### src/rtl/adder_bist_pkg.sv
// Shared types and default constants for the adder BIST response-compaction path.
// The MISR defaults describe x^17 + x^14 + 1 for a 17-bit (16-bit sum + carry) signature.
package adder_bist_pkg;

    typedef enum logic [1:0] {
        IDLE = 2'd0,
        RUN  = 2'd1,
        DONE = 2'd2
    } state_t;

    localparam int unsigned DEF_WIDTH = 17;
    localparam int unsigned DEF_CNT_W = 16;

    // Bit i set means a feedback tap at x^i; x^17 itself is implied by the shift-out.
    localparam logic [DEF_WIDTH-1:0] DEF_POLY = 17'h04001;
    localparam logic [DEF_WIDTH-1:0] DEF_SEED = 17'h00000;

endpackage

### src/rtl/misr_core.sv
// Galois multiple-input signature register: shift with feedback, then fold in the new word.
// Holds its value unless told to load the seed or absorb a sample.
module misr_core #(
    parameter int unsigned       WIDTH = 17,
    parameter logic [WIDTH-1:0]  POLY  = 17'h04001
) (
    input  logic             clk,
    input  logic             load,
    input  logic [WIDTH-1:0] seed,
    input  logic             shift_en,
    input  logic [WIDTH-1:0] din,
    output logic [WIDTH-1:0] sig
);

    logic [WIDTH-1:0] sig_next;

    // The MSB shifted out selects whether the feedback mask is applied.
    always_comb begin
        sig_next = {sig[WIDTH-2:0], 1'b0} ^ (sig[WIDTH-1] ? POLY : '0) ^ din;
    end

    always_ff @(posedge clk) begin
        if (load) begin
            sig <= seed;
        end else if (shift_en) begin
            sig <= sig_next;
        end
    end

endmodule

### src/rtl/adder_resp_misr.sv
// Compacts a programmed number of adder sums into a MISR signature and grades it
// against a golden value latched at start.
module adder_resp_misr
    import adder_bist_pkg::*;
#(
    parameter int unsigned       WIDTH = DEF_WIDTH,
    parameter int unsigned       CNT_W = DEF_CNT_W,
    parameter logic [WIDTH-1:0]  POLY  = WIDTH'(DEF_POLY),
    parameter logic [WIDTH-1:0]  SEED  = WIDTH'(DEF_SEED)
) (
    input  logic             clk,
    input  logic             reset,
    input  logic             start,
    input  logic [CNT_W-1:0] num_samples,
    input  logic [WIDTH-1:0] expected,
    input  logic             in_valid,
    input  logic [WIDTH-1:0] din,
    output logic             busy,
    output logic             done,
    output logic             pass,
    output logic [WIDTH-1:0] signature
);

    state_t           state;
    logic [CNT_W-1:0] remaining;
    logic [WIDTH-1:0] expected_q;
    logic [WIDTH-1:0] next_sig;
    logic             accept_start;
    logic             absorb;
    logic             misr_load;

    assign accept_start = start && (state != RUN);
    assign absorb       = (state == RUN) && in_valid;

    // Reset reuses the seed-load path so the signature register needs no reset of its own.
    assign misr_load = reset || accept_start;

    misr_core #(
        .WIDTH (WIDTH),
        .POLY  (POLY)
    ) u_misr (
        .clk      (clk),
        .load     (misr_load),
        .seed     (SEED),
        .shift_en (absorb),
        .din      (din),
        .sig      (signature)
    );

    // Look-ahead of the MISR result so pass can be registered on the same edge as the last sample.
    always_comb begin
        next_sig = {signature[WIDTH-2:0], 1'b0} ^ (signature[WIDTH-1] ? POLY : '0) ^ din;
    end

    always_ff @(posedge clk) begin
        if (reset) begin
            state      <= IDLE;
            busy       <= 1'b0;
            done       <= 1'b0;
            pass       <= 1'b0;
            remaining  <= '0;
            expected_q <= '0;
        end else begin
            case (state)
                IDLE, DONE: begin
                    if (start) begin
                        remaining  <= num_samples;
                        expected_q <= expected;
                        if (num_samples == '0) begin
                            state <= DONE;
                            busy  <= 1'b0;
                            done  <= 1'b1;
                            pass  <= (SEED == expected);
                        end else begin
                            state <= RUN;
                            busy  <= 1'b1;
                            done  <= 1'b0;
                            pass  <= 1'b0;
                        end
                    end
                end
                RUN: begin
                    if (in_valid && (remaining != '0)) begin
                        remaining <= remaining - 1'b1;
                        if (remaining == CNT_W'(1)) begin
                            state <= DONE;
                            busy  <= 1'b0;
                            done  <= 1'b1;
                            pass  <= (next_sig == expected_q);
                        end
                    end
                end
                default: begin
                    state <= IDLE;
                    busy  <= 1'b0;
                    done  <= 1'b0;
                    pass  <= 1'b0;
                end
            endcase
        end
    end

endmodule
### config.mk
export PLATFORM = sky130hd
export DESIGN_NAME = adder_resp_misr
export DESIGN_NICKNAME = d
export VERILOG_FILES = /design/src/rtl/adder_bist_pkg.sv /design/src/rtl/misr_core.sv /design/src/rtl/adder_resp_misr.sv
export SDC_FILE = /design/constraint.sdc
export NUM_CORES = 1
export LEC_CHECK = 0
export CORE_UTILIZATION = 32
export CTS_BUF_LIST = sky130_fd_sc_hd__clkbuf_8
export CTS_CLUSTER_DIAMETER = 100
export CTS_CLUSTER_SIZE = 12
export DETAILED_ROUTE_END_ITERATION = 12
export GPL_TIMING_DRIVEN = 0
export PLACE_DENSITY = 0.66
export SETUP_SLACK_MARGIN = 0.02
export SYNTH_ARGS = -nofsm -noshare
export SYNTH_HDL_FRONTEND = slang
export SYNTH_SLANG_ARGS = --single-unit
### constraint.sdc
create_clock -name clk -period 4.7 [get_ports clk]
set_input_delay 0.705 -clock clk [delete_from_list [all_inputs] [get_ports clk]]
set_output_delay 0.705 -clock clk [all_outputs]
set_load 0.01 [all_outputs]
==> results of run 1 <==
-- placed cells by master, fill, tap and decap left out, types with 3 or more instances in the layout --
cell	instances
inv_1	3
a21oi_2	3
nor3_1	7
xnor2_1	30
or2_2	3
or3_1	5
buf_6	3
nor2_1	28
xnor3_1	5
ha_1	3
nand2_1	45
nand3_1	4
or4_1	3
o21a_1	3
clkdlybuf4s50_1	72
o21ai_1	6
clkbuf_8	5
a211oi_1	16
clkbuf_1	15
nor4_1	11
o32ai_1	7
a21oi_1	39
dfxtp_1	53
nand4_1	7
nand2b_1	14
-- worst register-to-register path: stages (launching register included) --
cell,delay (ps)
dfxtp_1,390
nand2b_1,120
clkbuf_1,280
clkbuf_1,460
clkbuf_1,490
a21oi_1,150
o32ai_1,280
-- sequential cells by signal (all words and copies together) (netlist names) --
| name | flops |
|---|---|
| remaining | 16 |
| state | 2 |
| u_misr.sig | 17 |
| pass | 1 |
| expected_q | 17 |
-- power groups by stage --
stage | logic [mW] | clock network, mW | registers (mW)
final | 0.324 | 0.269 | 0.514
after global routing | 0.354 | 0.294 | 0.519
after CTS | 0.321 | 0.276 | 0.514
after detailed placement | 0.319 | 0 | 0.524
after global placement | 0.316 | 0 | 0.523
after floorplan | 0.201 | 0 | 0.519
-- path summary, 6_finish.rpt --
path / startpoint / endpoint / slack (ps) / cells after the start
max: start / expected_q[11] / 2420 / 6
min: expected_q[0] / expected_q[0] / 470 / 2
min reg2reg: expected_q[0] / expected_q[0] / 470 / 2
max reg2reg: state[1] / remaining[4] / 2450 / 6
-- through the flow --
stage	util, %	power (mW)	instance area (um^2)
after detailed placement	43.0	0.843	3770
final	44.1	1.11	3870
after floorplan	-	0.721	2920
after global placement	43.0	0.838	3770
after CTS	44.1	1.11	3870
after global routing	44.1	1.17	3870
-- cell families (layout without fill, tap and decap cells) --
group,after synthesis,after routing
simple gates,137,137
compound gates,89,89
flops,53,53
xor+xnor,35,35
buf+inv,27,107
fa+ha+maj,3,3
mux,3,3
-- final cells by class --
class | count | area [um^2] | share of cell area [%]
tap | 108 | 135 | 3.50
inverter | 3 | 11.3 | 0.291
clock inverter | 3 | 25.0 | 0.647
sequential | 53 | 1060 | 27.4
clock buffer | 5 | 68.8 | 1.78
multi-input combinational | 267 | 1720 | 44.5
timing repair buffer | 72 | 721 | 18.6
buffer | 24 | 123 | 3.17
-- layer usage --
layer	GRT usage [%]	routed length [um]
met2	28.0	3790
met5	0	0
met1	24.6	3940
met4	4.98	102
met3	2.95	486
-- cells in the mapped netlist, drive strengths merged (2+ instances only) --
cell	instances	area, um^2
o21ai	8	40.0
nand2b	14	87.6
nor2b	2	12.5
nor4	14	115
a21oi	42	221
nand4	7	43.8
o21a	3	22.5
dfxtp	53	1060
inv	3	11.3
nor3	7	35.0
xnor2	30	263
or2	3	18.8
nand3	4	20.0
nand2	45	169
a211oi	16	120
mux2i	2	20.0
ha	3	37.5
or3	5	31.3
xnor3	5	113
o31a	2	17.5
clkbuf	15	56.3
o32ai	8	77.6
or4	3	22.5
nor2	28	105
buf	9	66.3
==> results.json, run 1 <==
{
  "grt_first_pass_wirelength_um": 13600,
  "finalHoldViolations": 0,
  "cts_buffers": 5,
  "overflow": 0,
  "cts_resized": 0,
  "start_util_pct": 33.3,
  "cts_root_buffer": "clkbuf_8",
  "fin_tns_setup_ps": 0,
  "synthAdderAreaFrac_pct": 1.29,
  "hold_slack_ps": 474,
  "period_needed_ps": 2280,
  "setup_viol": 0,
  "post_cts_buffers": 0,
  "yosys.cell_types.count": 49,
  "synth_seq_area_share_pct": 36.4,
  "relSlewSlack_pct": 61.1,
  "maxSlewViolCount": 0,
  "place_hpwl_um": 6360,
  "hold_buffers": 0,
  "synth_top_family_by_area": "simple AND/OR/NAND/NOR gates",
  "cpPeakStageDelay_ps": 580,
  "area_growth_pct": 32.6,
  "grt_pass1_vias": 2699,
  "drt_iter0_drc": 193,
  "synthArstFlopShare_pct": 0,
  "place_ws_ps": 2120,
  "status": "finished clean",
  "synth_top_flop_cell": "dfxtp_1",
  "hp-class": "reg2reg",
  "grt_use_total_pct": 17.6,
  "endpoint_kind": "flip-flop",
  "path_clk_slew_ps": 100,
  "clk_latency_ps": 310,
  "ios": 74,
  "fp.coreArea_um2": 8760,
  "maxCapViolations": 0,
  "diodes": 0,
  "synth_edf_count": 0,
  "worstPathRequired_ps": 4950,
  "rsz0062_at_grt": "no",
  "critPathTopFamily": "buffers and inverters",
  "drc": 0,
  "crit_chain": "clkdlybuf4s50_1 -> nor2b_1 -> clkbuf_1 -> buf_1 -> nand2_1 -> a21oi_1",
  "startpoint_type": "input pin",
  "synth.avg_cell_area_um2": 8.41,
  "dp.cells": 527,
  "first_pass_iters": 5,
  "synth_mux_area_share_pct": 1.07,
  "drive_gt1_share_pct": 6.09,
  "crit_buf_inv": 3,
  "wl_per_cell_um": 15.6,
  "n_fill_cell": 874,
  "clock-sinks": 53,
  "syn_nets": 404,
  "syn_area_um2": 2920,
  "intPower_uw": 747,
  "portBuffers": 72,
  "clk_path_buf_depth": 2,
  "worst_pin_slew_ps": 583,
  "cts_tree": "done",
  "period_share_pct": 48.4,
  "fin_cells": 535,
  "pwr-share-comb_pct": 29.3,
  "grt_max_degree": 19,
  "synth_warnings": 0,
  "dieArea_um2": 9500,
  "switching_share_pct": 32.5,
  "finalNetCount": 483,
  "dieHeight_um": 97.5,
  "powerDensity_nw_per_um2": 286,
  "synth_xor_area_share_pct": 12.9,
  "rows": 34,
  "htree_num_levels": 2,
  "arrival_ps": 2530,
  "fin_worst_skew_ps": 4.86,
  "yosys.area_share.simple_pct": 24.0,
  "p_switching_uw": 359,
  "synthesis.instances": 347,
  "totalWireLength_um": 8320,
  "critPathKind": "in2reg",
  "gp_congestion": 0.854,
  "fmaxAchievable_ghz": 0.439,
  "max-vdd-ir-drop_mv": 0.124,
  "synth-seq-cells": 53,
  "p_leak_nw": 1.29,
  "die_x_um": 97.5,
  "antenna_found_initial": 0,
  "clockPowerShare_pct": 24.3,
  "synth_compound_area_share_pct": 19.8,
  "seq_power_share_pct": 46.5,
  "critPathSlowestCell": "clkdlybuf4s50_1",
  "worst_slack_ps": 2420,
  "antenna_left": 0,
  "num_vias": 2819,
  "crit_fanout": 10,
  "vias_per_cell": 5.27
}
(Power assumes the default switching activity.)
==> run 2, diff against run 1 <==
==> constraint.sdc (replaced) <==
create_clock -name clk -period 2.4 [get_ports clk]
set_input_delay 0.36 -clock clk [delete_from_list [all_inputs] [get_ports clk]]
set_output_delay 0.36 -clock clk [all_outputs]
set_load 0.01 [all_outputs]
==> run 2 against run 1 <==
Compared with the run above: critical path depth stayed put; hold slack barely moved; utilization is essentially flat; largest cell class unchanged; critical path type is now reg2reg; count of clock-buffer cells in the layout stayed put; worst setup slack lost 2100 ps.
==> results.json, run 2 (synthesized netlist as in run 1, its figures left out) <==
{
  "totalWireLength_um": 8280,
  "cp_common_cell": "clkbuf_1",
  "critPathSlowestCell": "clkbuf_1",
  "status": "finished clean",
  "overflow": 0,
  "drc": 0,
  "p_leak_nw": 1.30,
  "cts_buffers": 5,
  "htree_num_levels": 2,
  "rsz0062_at_grt": "no",
  "path_clk_slew_ps": 100,
  "fmaxAchievable_ghz": 0.483,
  "grt_max_degree": 19,
  "dieHeight_um": 97.5,
  "gp_congestion": 0.854,
  "clk_latency_ps": 310,
  "fin_tns_setup_ps": 0,
  "place_ws_ps": 169,
  "vias_per_cell": 5.27,
  "diodes": 0,
  "worstPathRequired_ps": 2610,
  "maxSlewViolCount": 0,
  "place_hpwl_um": 6360,
  "max-vdd-ir-drop_mv": 0.244,
  "grt_use_total_pct": 17.6,
  "start_util_pct": 33.3,
  "critPathKind": "reg2reg",
  "area_growth_pct": 32.6,
  "fin_cells": 535,
  "finalHoldViolations": 0,
  "total_power_mw": 2.17,
  "cts_tree": "done",
  "arrival_ps": 2280,
  "fp.coreArea_um2": 8760,
  "fin_worst_skew_ps": 4.11,
  "portBuffers": 72,
  "final_util_pct": 44.1,
  "relSlewSlack_pct": 60.4,
  "drive_gt1_share_pct": 6.32,
  "period_needed_ps": 2070,
  "cpPeakStageDelay_ps": 460,
  "first_pass_iters": 5,
  "period_share_pct": 86.3,
  "powerDensity_nw_per_um2": 560,
  "antenna_left": 0,
  "worst_slack_ps": 328,
  "grt_first_pass_wirelength_um": 13600,
  "antenna_found_initial": 0,
  "clk_path_buf_depth": 2,
  "cts_root_buffer": "clkbuf_8",
  "rows": 34,
  "hp-class": "reg2reg",
  "crit_chain": "nand2b_1 -> clkbuf_1 -> clkbuf_1 -> clkbuf_2 -> a21oi_1 -> o32ai_1",
  "wl_per_cell_um": 15.5,
  "worst_pin_slew_ps": 594,
  "finalNetCount": 483,
  "clock-sinks": 53,
  "endpoint_kind": "flip-flop",
  "crit_fanout": 10,
  "ios": 74,
  "startpoint_type": "flip-flop",
  "maxCapViolations": 0,
  "n_fill_cell": 878,
  "grt_pass1_vias": 2699,
  "largestRegisters": "expected_q (17), u_misr.sig (17), remaining (16)",
  "dieArea_um2": 9500,
  "drt_iter0_drc": 217,
  "final_cell_mix": "clkdlybuf4s50_1 (72), dfxtp_1 (53), nand2_1 (45)",
  "dp.cells": 527,
  "die_x_um": 97.5,
  "hold_buffers": 0,
  "num_vias": 2817,
  "setup_viol": 0,
  "layout_commonest_cell": "clkdlybuf4s50_1"
}
==> run 2: changes by cell type in the layout (fill, tap and decap cells not counted) <==
cell and delta:
clkbuf_1 -1, clkbuf_2 +1
==> run 2: repair_timing <==
action,in CTS,in global routing
endpoints found under the hold margin,0,0
setup buffers,0,0
resized for setup,0,2
endpoints found under the setup margin,0,2
==> run 2: worst paths after layout <==
kind | to | startpoint | slack [ps] | cells past startpoint
max reg2reg | remaining[4] | state[1] | 330 | 6
min | expected_q[0] | expected_q[0] | 470 | 2
min reg2reg | expected_q[0] | expected_q[0] | 470 | 2
max | remaining[4] | state[1] | 330 | 6
==> run 2: power breakdown <==
group	internal, mW	total [mW]	leakage [nW]	switching, mW
Sequential	0.939	1.01	0.434	0.0678
Clock	0.211	0.526	0.0447	0.315
Combinational	0.313	0.633	0.817	0.320
Total	1.46	2.17	1.30	0.702
==> run 2: per-layer routing <==
metal  track usage, %  up-vias  wire length (um)
met5                0        -                 0
met4             4.98        0               111
met3             2.95       10               476
met2             28.0       91              3800
met1             24.6     1317              3890
li1                 -     1399                 -
==> run 2: area by class of cell <==
cell class                 count  area, um^2  area share, %
multi-input combinational    267        1720           44.5
sequential                    53        1060           27.4
timing repair buffer          72         721           18.6
tap                          108         135           3.49
buffer                        24         124           3.20
clock buffer                   5        68.8           1.78
clock inverter                 3        25.0          0.647
inverter                       3        11.3          0.291
==> run 2: worst max-delay path: cells and delay by family, from the launching register on <==
family / cells / cell delay, ps
buf+inv: 3 / 1090
flops: 1 / 390
simple gates: 1 / 120
compound gates: 2 / 370
==> run 2: metrics by stage <==
stage	hold WS (ps)	area, um^2
floorplan	449	2920
global placement	454	3770
detailed placement	461	3770
CTS	476	3870
global route	492	3870
finish	474	3870
==> run 3, diff against run 2 <==
--- a/config.mk
+++ b/config.mk
@@ -5,13 +5,15 @@
 export SDC_FILE = /design/constraint.sdc
 export NUM_CORES = 1
 export LEC_CHECK = 0
+export ABC_AREA = 1
+export CORE_MARGIN = 10
 export CORE_UTILIZATION = 32
 export CTS_BUF_LIST = sky130_fd_sc_hd__clkbuf_8
 export CTS_CLUSTER_DIAMETER = 100
 export CTS_CLUSTER_SIZE = 12
 export DETAILED_ROUTE_END_ITERATION = 12
 export GPL_TIMING_DRIVEN = 0
-export PLACE_DENSITY = 0.66
+export PLACE_DENSITY = 0.65
 export SETUP_SLACK_MARGIN = 0.02
 export SYNTH_ARGS = -nofsm -noshare
 export SYNTH_HDL_FRONTEND = slang
==> run 3 against run 2 <==
Compared with the run above: total power increased by 1.6%; synthesized cell count increased by 45%; count of clock-buffer cells in the layout unchanged; hold slack improved by 2.9 ps; largest power group unchanged.
==> results.json, run 3 <==
{
  "p_leak_nw": 1.79,
  "path_clk_slew_ps": 110,
  "overflow": 0,
  "dieArea_um2": 14100,
  "fmaxAchievable_ghz": 0.566,
  "period_needed_ps": 1770,
  "antenna_found_initial": 0,
  "hold_end": "expected_q[2]",
  "grt_pass1_vias": 3361,
  "intPower_mw": 1.44,
  "gp_congestion": 0.877,
  "synth_edf_count": 0,
  "synth-seq-cells": 53,
  "grt_max_degree": 18,
  "syn_area_um2": 3130,
  "portBuffers": 73,
  "arrival_ps": 2020,
  "hp-class": "reg2reg",
  "ios": 74,
  "yosys.cell_types.count": 36,
  "post-synth-top-count-cell": "nand2_1",
  "drive_gt1_share_pct": 5.98,
  "max-vdd-ir-drop_mv": 0.247,
  "holdCritStartpoint": "expected_q[2]",
  "rrSetupSlack_ps": 630,
  "fin_worst_skew_ps": 7.44,
  "largestRegisters": "expected_q (17), u_misr.sig (17), remaining (16)",
  "dieHeight_um": 119,
  "worstPathRequired_ps": 2650,
  "synthArstFlopShare_pct": 0,
  "vias_per_cell": 4.77,
  "setup_viol": 0,
  "cts_resized": 0,
  "fin_cells": 718,
  "synth_warnings": 0,
  "place_hpwl_um": 7840,
  "rsz0062_at_grt": "no",
  "htree_num_levels": 2,
  "fp.coreArea_um2": 9640,
  "diodes": 0,
  "powerDensity_nw_per_um2": 534,
  "maxCapViolations": 0,
  "status": "finished clean",
  "synthesis.instances": 504,
  "p_switching_uw": 761,
  "wl_per_cell_um": 13.8,
  "finalNetCount": 641,
  "startpoint_type": "flip-flop",
  "rows": 36,
  "synth_area_leaders": "dfxtp_1 (34%), nand2_1 (15%), nor2_1 (9.3%)",
  "num_vias": 3424,
  "start_util_pct": 32.5,
  "synth_seq_area_share_pct": 33.9,
  "die_x_um": 119,
  "cts_buffers": 5,
  "post_cts_buffers": 0,
  "clk_latency_ps": 310,
  "period_share_pct": 73.6,
  "syn_nets": 561,
  "clockPowerShare_pct": 24.3,
  "relSlewSlack_pct": 65.4,
  "grt_use_total_pct": 13.3,
  "first_pass_iters": 4,
  "cts_tree": "done",
  "rr_endpoint": "u_misr.sig[6]",
  "antenna_left": 0,
  "maxSlewViolCount": 0,
  "dp.cells": 710,
  "synth.avg_cell_area_um2": 6.22,
  "worst_slack_ps": 634,
  "worst_pin_slew_ps": 519,
  "area_growth_pct": 31.5,
  "synth_top_flop_cell": "dfxtp_1",
  "whs_path_depth": 2,
  "switching_share_pct": 34.6,
  "drc": 0,
  "ff2ff_path_depth": 7,
  "drt_iter0_drc": 224,
  "layout_commonest_cell": "nand2_1",
  "grt_first_pass_wirelength_um": 15800,
  "yosysTopAreaCellShare_pct": 33.9,
  "n_fill_cell": 1048,
  "clk_path_buf_depth": 2,
  "critPathKind": "reg2reg",
  "totalWireLength_um": 9890,
  "clock-sinks": 53,
  "seq_power_share_pct": 45.9,
  "finalHoldViolations": 0,
  "yosys-top-cells-count": "nand2_1 (123), nor2_1 (78), inv_1 (60), o21ai_0 (58), dfxtp_1 (53)",
  "crit_fanout": 10,
  "final_util_pct": 42.8,
  "pwr-share-comb_pct": 29.8,
  "place_ws_ps": 478,
  "r2r_start": "state[0]",
  "total_power_mw": 2.20,
  "final_cell_mix": "nand2_1 (123), nor2_1 (78), clkdlybuf4s50_1 (73)",
  "fin_tns_setup_ps": 0,
  "synth_area_leader_cell": "dfxtp_1",
  "cts_root_buffer": "clkbuf_8",
  "endpoint_kind": "flip-flop",
  "hold_buffers": 0
}
==> run 3: cell types whose count changed in the layout (fill, tap and decap cells not counted), sizes merged, moves of 27 or more <==
cell / change
nand3: +30
inv: +59
xnor2: -27
o21ai: +52
nand2: +82
nor2: +56
==> run 3: power by group through the flow <==
stage / Sequential, mW / Combinational, mW / Clock, mW
global route: 1.02 / 0.741 / 0.589
detailed placement: 1.03 / 0.655 / 0
finish: 1.01 / 0.656 / 0.535
floorplan: 1.02 / 0.409 / 0
global placement: 1.03 / 0.646 / 0
CTS: 1.01 / 0.659 / 0.553
==> run 3: worst max path at each step <==
stage | start | to | slack, ps | cells past startpoint
after CTS | state[0] | u_misr.sig[15] | 640 | 7
after detailed placement | reset | expected_q[13] | 480 | 5
final | state[0] | u_misr.sig[6] | 630 | 7
after global placement | start | remaining[8] | 500 | 6
after global routing | state[0] | u_misr.sig[5] | 480 | 8
after floorplan | remaining[0] | remaining[6] | 950 | 9
==> run 3: area by class of cell <==
type                    instances  area [um^2]  area share, %
flip-flops and latches         53         1060           25.7
multi-input cells             372         1740           42.3
plain buffers                  16         87.6           2.13
inverters                      63          241           5.86
repair buffers                 73          731           17.7
clock inverters                 3         22.5          0.546
well taps                     133          166           4.04
clock buffers                   5         68.8           1.67
==> run 3: logic make-up (layout without fill, tap and decap cells) <==
logic type,after synthesis,count (layout),synth area share [%]
simple gates,257,257,34.3
compound gates,101,101,16.9
buf+inv,79,160,10.5
flops,53,53,33.9
xor+xnor,10,10,2.80
fa+ha+maj,3,3,1.20
mux,1,1,0.359
==> run 3: critical path, cell delays in order, from the launching register on <==
cell	delay [ps]
dfxtp_1	430
inv_1	120
nor2_2	160
inv_2	130
a21oi_4	260
clkbuf_2	300
o21ai_0	160
a21oi_1	140
==> run 3: metal layers <==
| metal | routed length (um) | vias up | global-route usage (%) |
|---|---|---|---|
| met5 | 0 | - | 0 |
| met4 | 87 | 0 | 2.90 |
| met3 | 611 | 8 | 3.07 |
| met2 | 4570 | 99 | 22.4 |
| met1 | 4620 | 1555 | 17.0 |
| li1 | - | 1762 | - |
==> run 3: through the flow <==
stage	area, um^2	hold WS (ps)
5_1_grt	4120	498
3_3_place_gp	4030	458
2_1_floorplan	3130	429
6_report	4120	477
3_5_place_dp	4030	462
4_1_cts	4120	479
==> edit (config.mk and constraints of run 1) <==
The package constant `DEF_WIDTH` goes from 17 to 19.
--- a/src/rtl/adder_bist_pkg.sv
+++ b/src/rtl/adder_bist_pkg.sv
@@ -10,3 +10,3 @@
 
-    localparam int unsigned DEF_WIDTH = 17;
+    localparam int unsigned DEF_WIDTH = 19;
     localparam int unsigned DEF_CNT_W = 16;
Interface: changed (resized din, expected and signature); port bits go from 74 to 80. The function was not compared with the original's and may differ.
==> edit against run 1 <==
Wire length is 6.2% higher; power increased by 23%; worst setup slack got worse by 0.17 ns; non-clock buffer count increased by 7; final area grew 9.5%; synthesized cell count is 6.9% higher; sequential cell count up 4; synthesized area rose by 5.7%; sequential share of layout area fell by 0.49 points; core utilization up 1.5 points; cell count is 11% higher; via count rose by 5.6%; die area increased by 5.6%.
==> edit: results (changes against run 1) <==
- Initial DRC Count: 132 (was 193)
- Regs by FF count: expected_q (19), u_misr.sig (19), remaining (16) (was expected_q (17), u_misr.sig (17), remaining (16))
- Pin count of the biggest net entering global routing: 11 (was 19)
- Total track usage: 18.0% (was 17.6%)
- Vias: 2,976 (was 2,819)
- Status: finished clean (unchanged)
- Met2 WL: 4.08 mm (was 3.79 mm)
- Routability cong.: 0.915 (was 0.854)
- Post-detail-place hpwl: 6.82 mm (was 6.36 mm)
- DP Worst Slack: 2.07 ns (was 2.12 ns)
- Slowest-stage cell, CP: dfxtp_1 (was clkdlybuf4s50_1)
- NumNets Final: 522 (was 483)
- Crit path largest cell delay: 0.50 ns (was 0.58 ns)
- WL met1: 4.24 mm (was 3.94 mm)
- Fillers: 960 (was 874)
- P_sw: 0.000415 W (was 0.000359 W)
- Post-synth top cells: dfxtp_1 (57), nand2_1 (56), a21oi_1 (42) (was dfxtp_1 (53), nand2_1 (45), a21oi_1 (39))
- Number of global-route vias before repair: 2,829 (was 2,699)
- Reg clk slew, reported paths: 0.06 ns (was 0.10 ns)
- Routed Wire Length: 8.84 mm (was 8.32 mm)
- Peak supply drop: 0.116 mV (was 0.124 mV)
- Worst EP required: 4.94 ns (was 4.95 ns)
- Seq/Total Area, Yosys: 37.0% (was 36.4%)
- Num CTS Buffers: 9 (was 5)
- Skew-Pair Late Insertion Delay: 0.34 ns (was 0.31 ns)
- DR WL/cell: 14.9 µm (was 15.6 µm)
- Synth cell types: 41 (was 49)
- Rel. slew slack: 61.9% (was 61.1%)
-- edit: cell count changes in the layout (fill, tap and decap cells not counted), sizes merged, moves of 3 or more --
| cell | delta |
|---|---|
| o21ai | +5 |
| nor3 | +3 |
| xnor3 | +6 |
| nand2 | +11 |
| clkdlybuf4s50 | +7 |
| o32ai | -5 |
| nand2b | -8 |
| clkbuf | +12 |
| nor2 | +5 |
| buf | -7 |
| dfxtp | +4 |
| a211oi | +4 |
-- edit: worst reg2reg max path: cells and delay by family (launching register included) --
kind	cells	cell delay (ns)
AND/OR/NAND/NOR	3	0.45
flip-flops	1	0.50
AO/OA/AOI/OAI	1	0.27
buffers and inverters	3	1.12
-- edit: path summary, 6_finish.rpt --
path | start | endpoint | slack [ns]
max | state[0]$_SDFFE_PP0P_ | u_misr.sig[17]$_SDFFE_PP0P_ | 2.26
max reg2reg | state[0]$_SDFFE_PP0P_ | u_misr.sig[17]$_SDFFE_PP0P_ | 2.26
min reg2reg | expected_q[13]$_SDFFE_PP0P_ | expected_q[13]$_SDFFE_PP0P_ | 0.47
min | expected_q[13]$_SDFFE_PP0P_ | expected_q[13]$_SDFFE_PP0P_ | 0.47
-- edit: kinds of logic after synthesis --
logic type / share of synthesized area, %
AND/OR/NAND/NOR: 23.3
AO/OA/AOI/OAI: 18.8
flip-flops: 37.0
XOR/XNOR: 16.0
buffers and inverters: 3.37
adder cells (fa/ha/maj): 1.22
multiplexers: 0.325
-- edit: final cells by class --
class / count / area, µm² / share of cell area, %
buffer: 24 / 92.6 / 2.19
clock buffer: 10 / 138 / 3.25
clock inverter: 6 / 58.8 / 1.39
inverter: 3 / 11.3 / 0.266
multi-input combinational: 287 / 1840 / 43.5
sequential: 57 / 1140 / 27.0
tap: 129 / 161 / 3.81
timing repair buffer: 79 / 791 / 18.7
-- edit: power by group through the flow --
stage	combinational [W]	sequential (W)	clock (W)
finish	0.000348	0.000552	0.000461
global route	0.000378	0.000557	0.000492
CTS	0.000346	0.000552	0.000468
detailed placement	0.000343	0.000562	0
global placement	0.000340	0.000561	0
floorplan	0.000211	0.000558	0
-- edit: metal layers --
metal	global-route usage (%)	vias up
met5	0	-
met4	7.25	0
met3	2.86	14
met2	28.9	64
met1	24.2	1395
li1	-	1503
-- edit: per-stage QoR --
stage	power (W)	utilization (%)	area (µm²)
4_1_cts	0.00137	45.6	4230
5_1_grt	0.00143	45.6	4230
6_report	0.00136	45.6	4230
3_3_place_gp	0.000902	43.5	4040
3_5_place_dp	0.000906	43.5	4040
2_1_floorplan	0.000769	-	3080
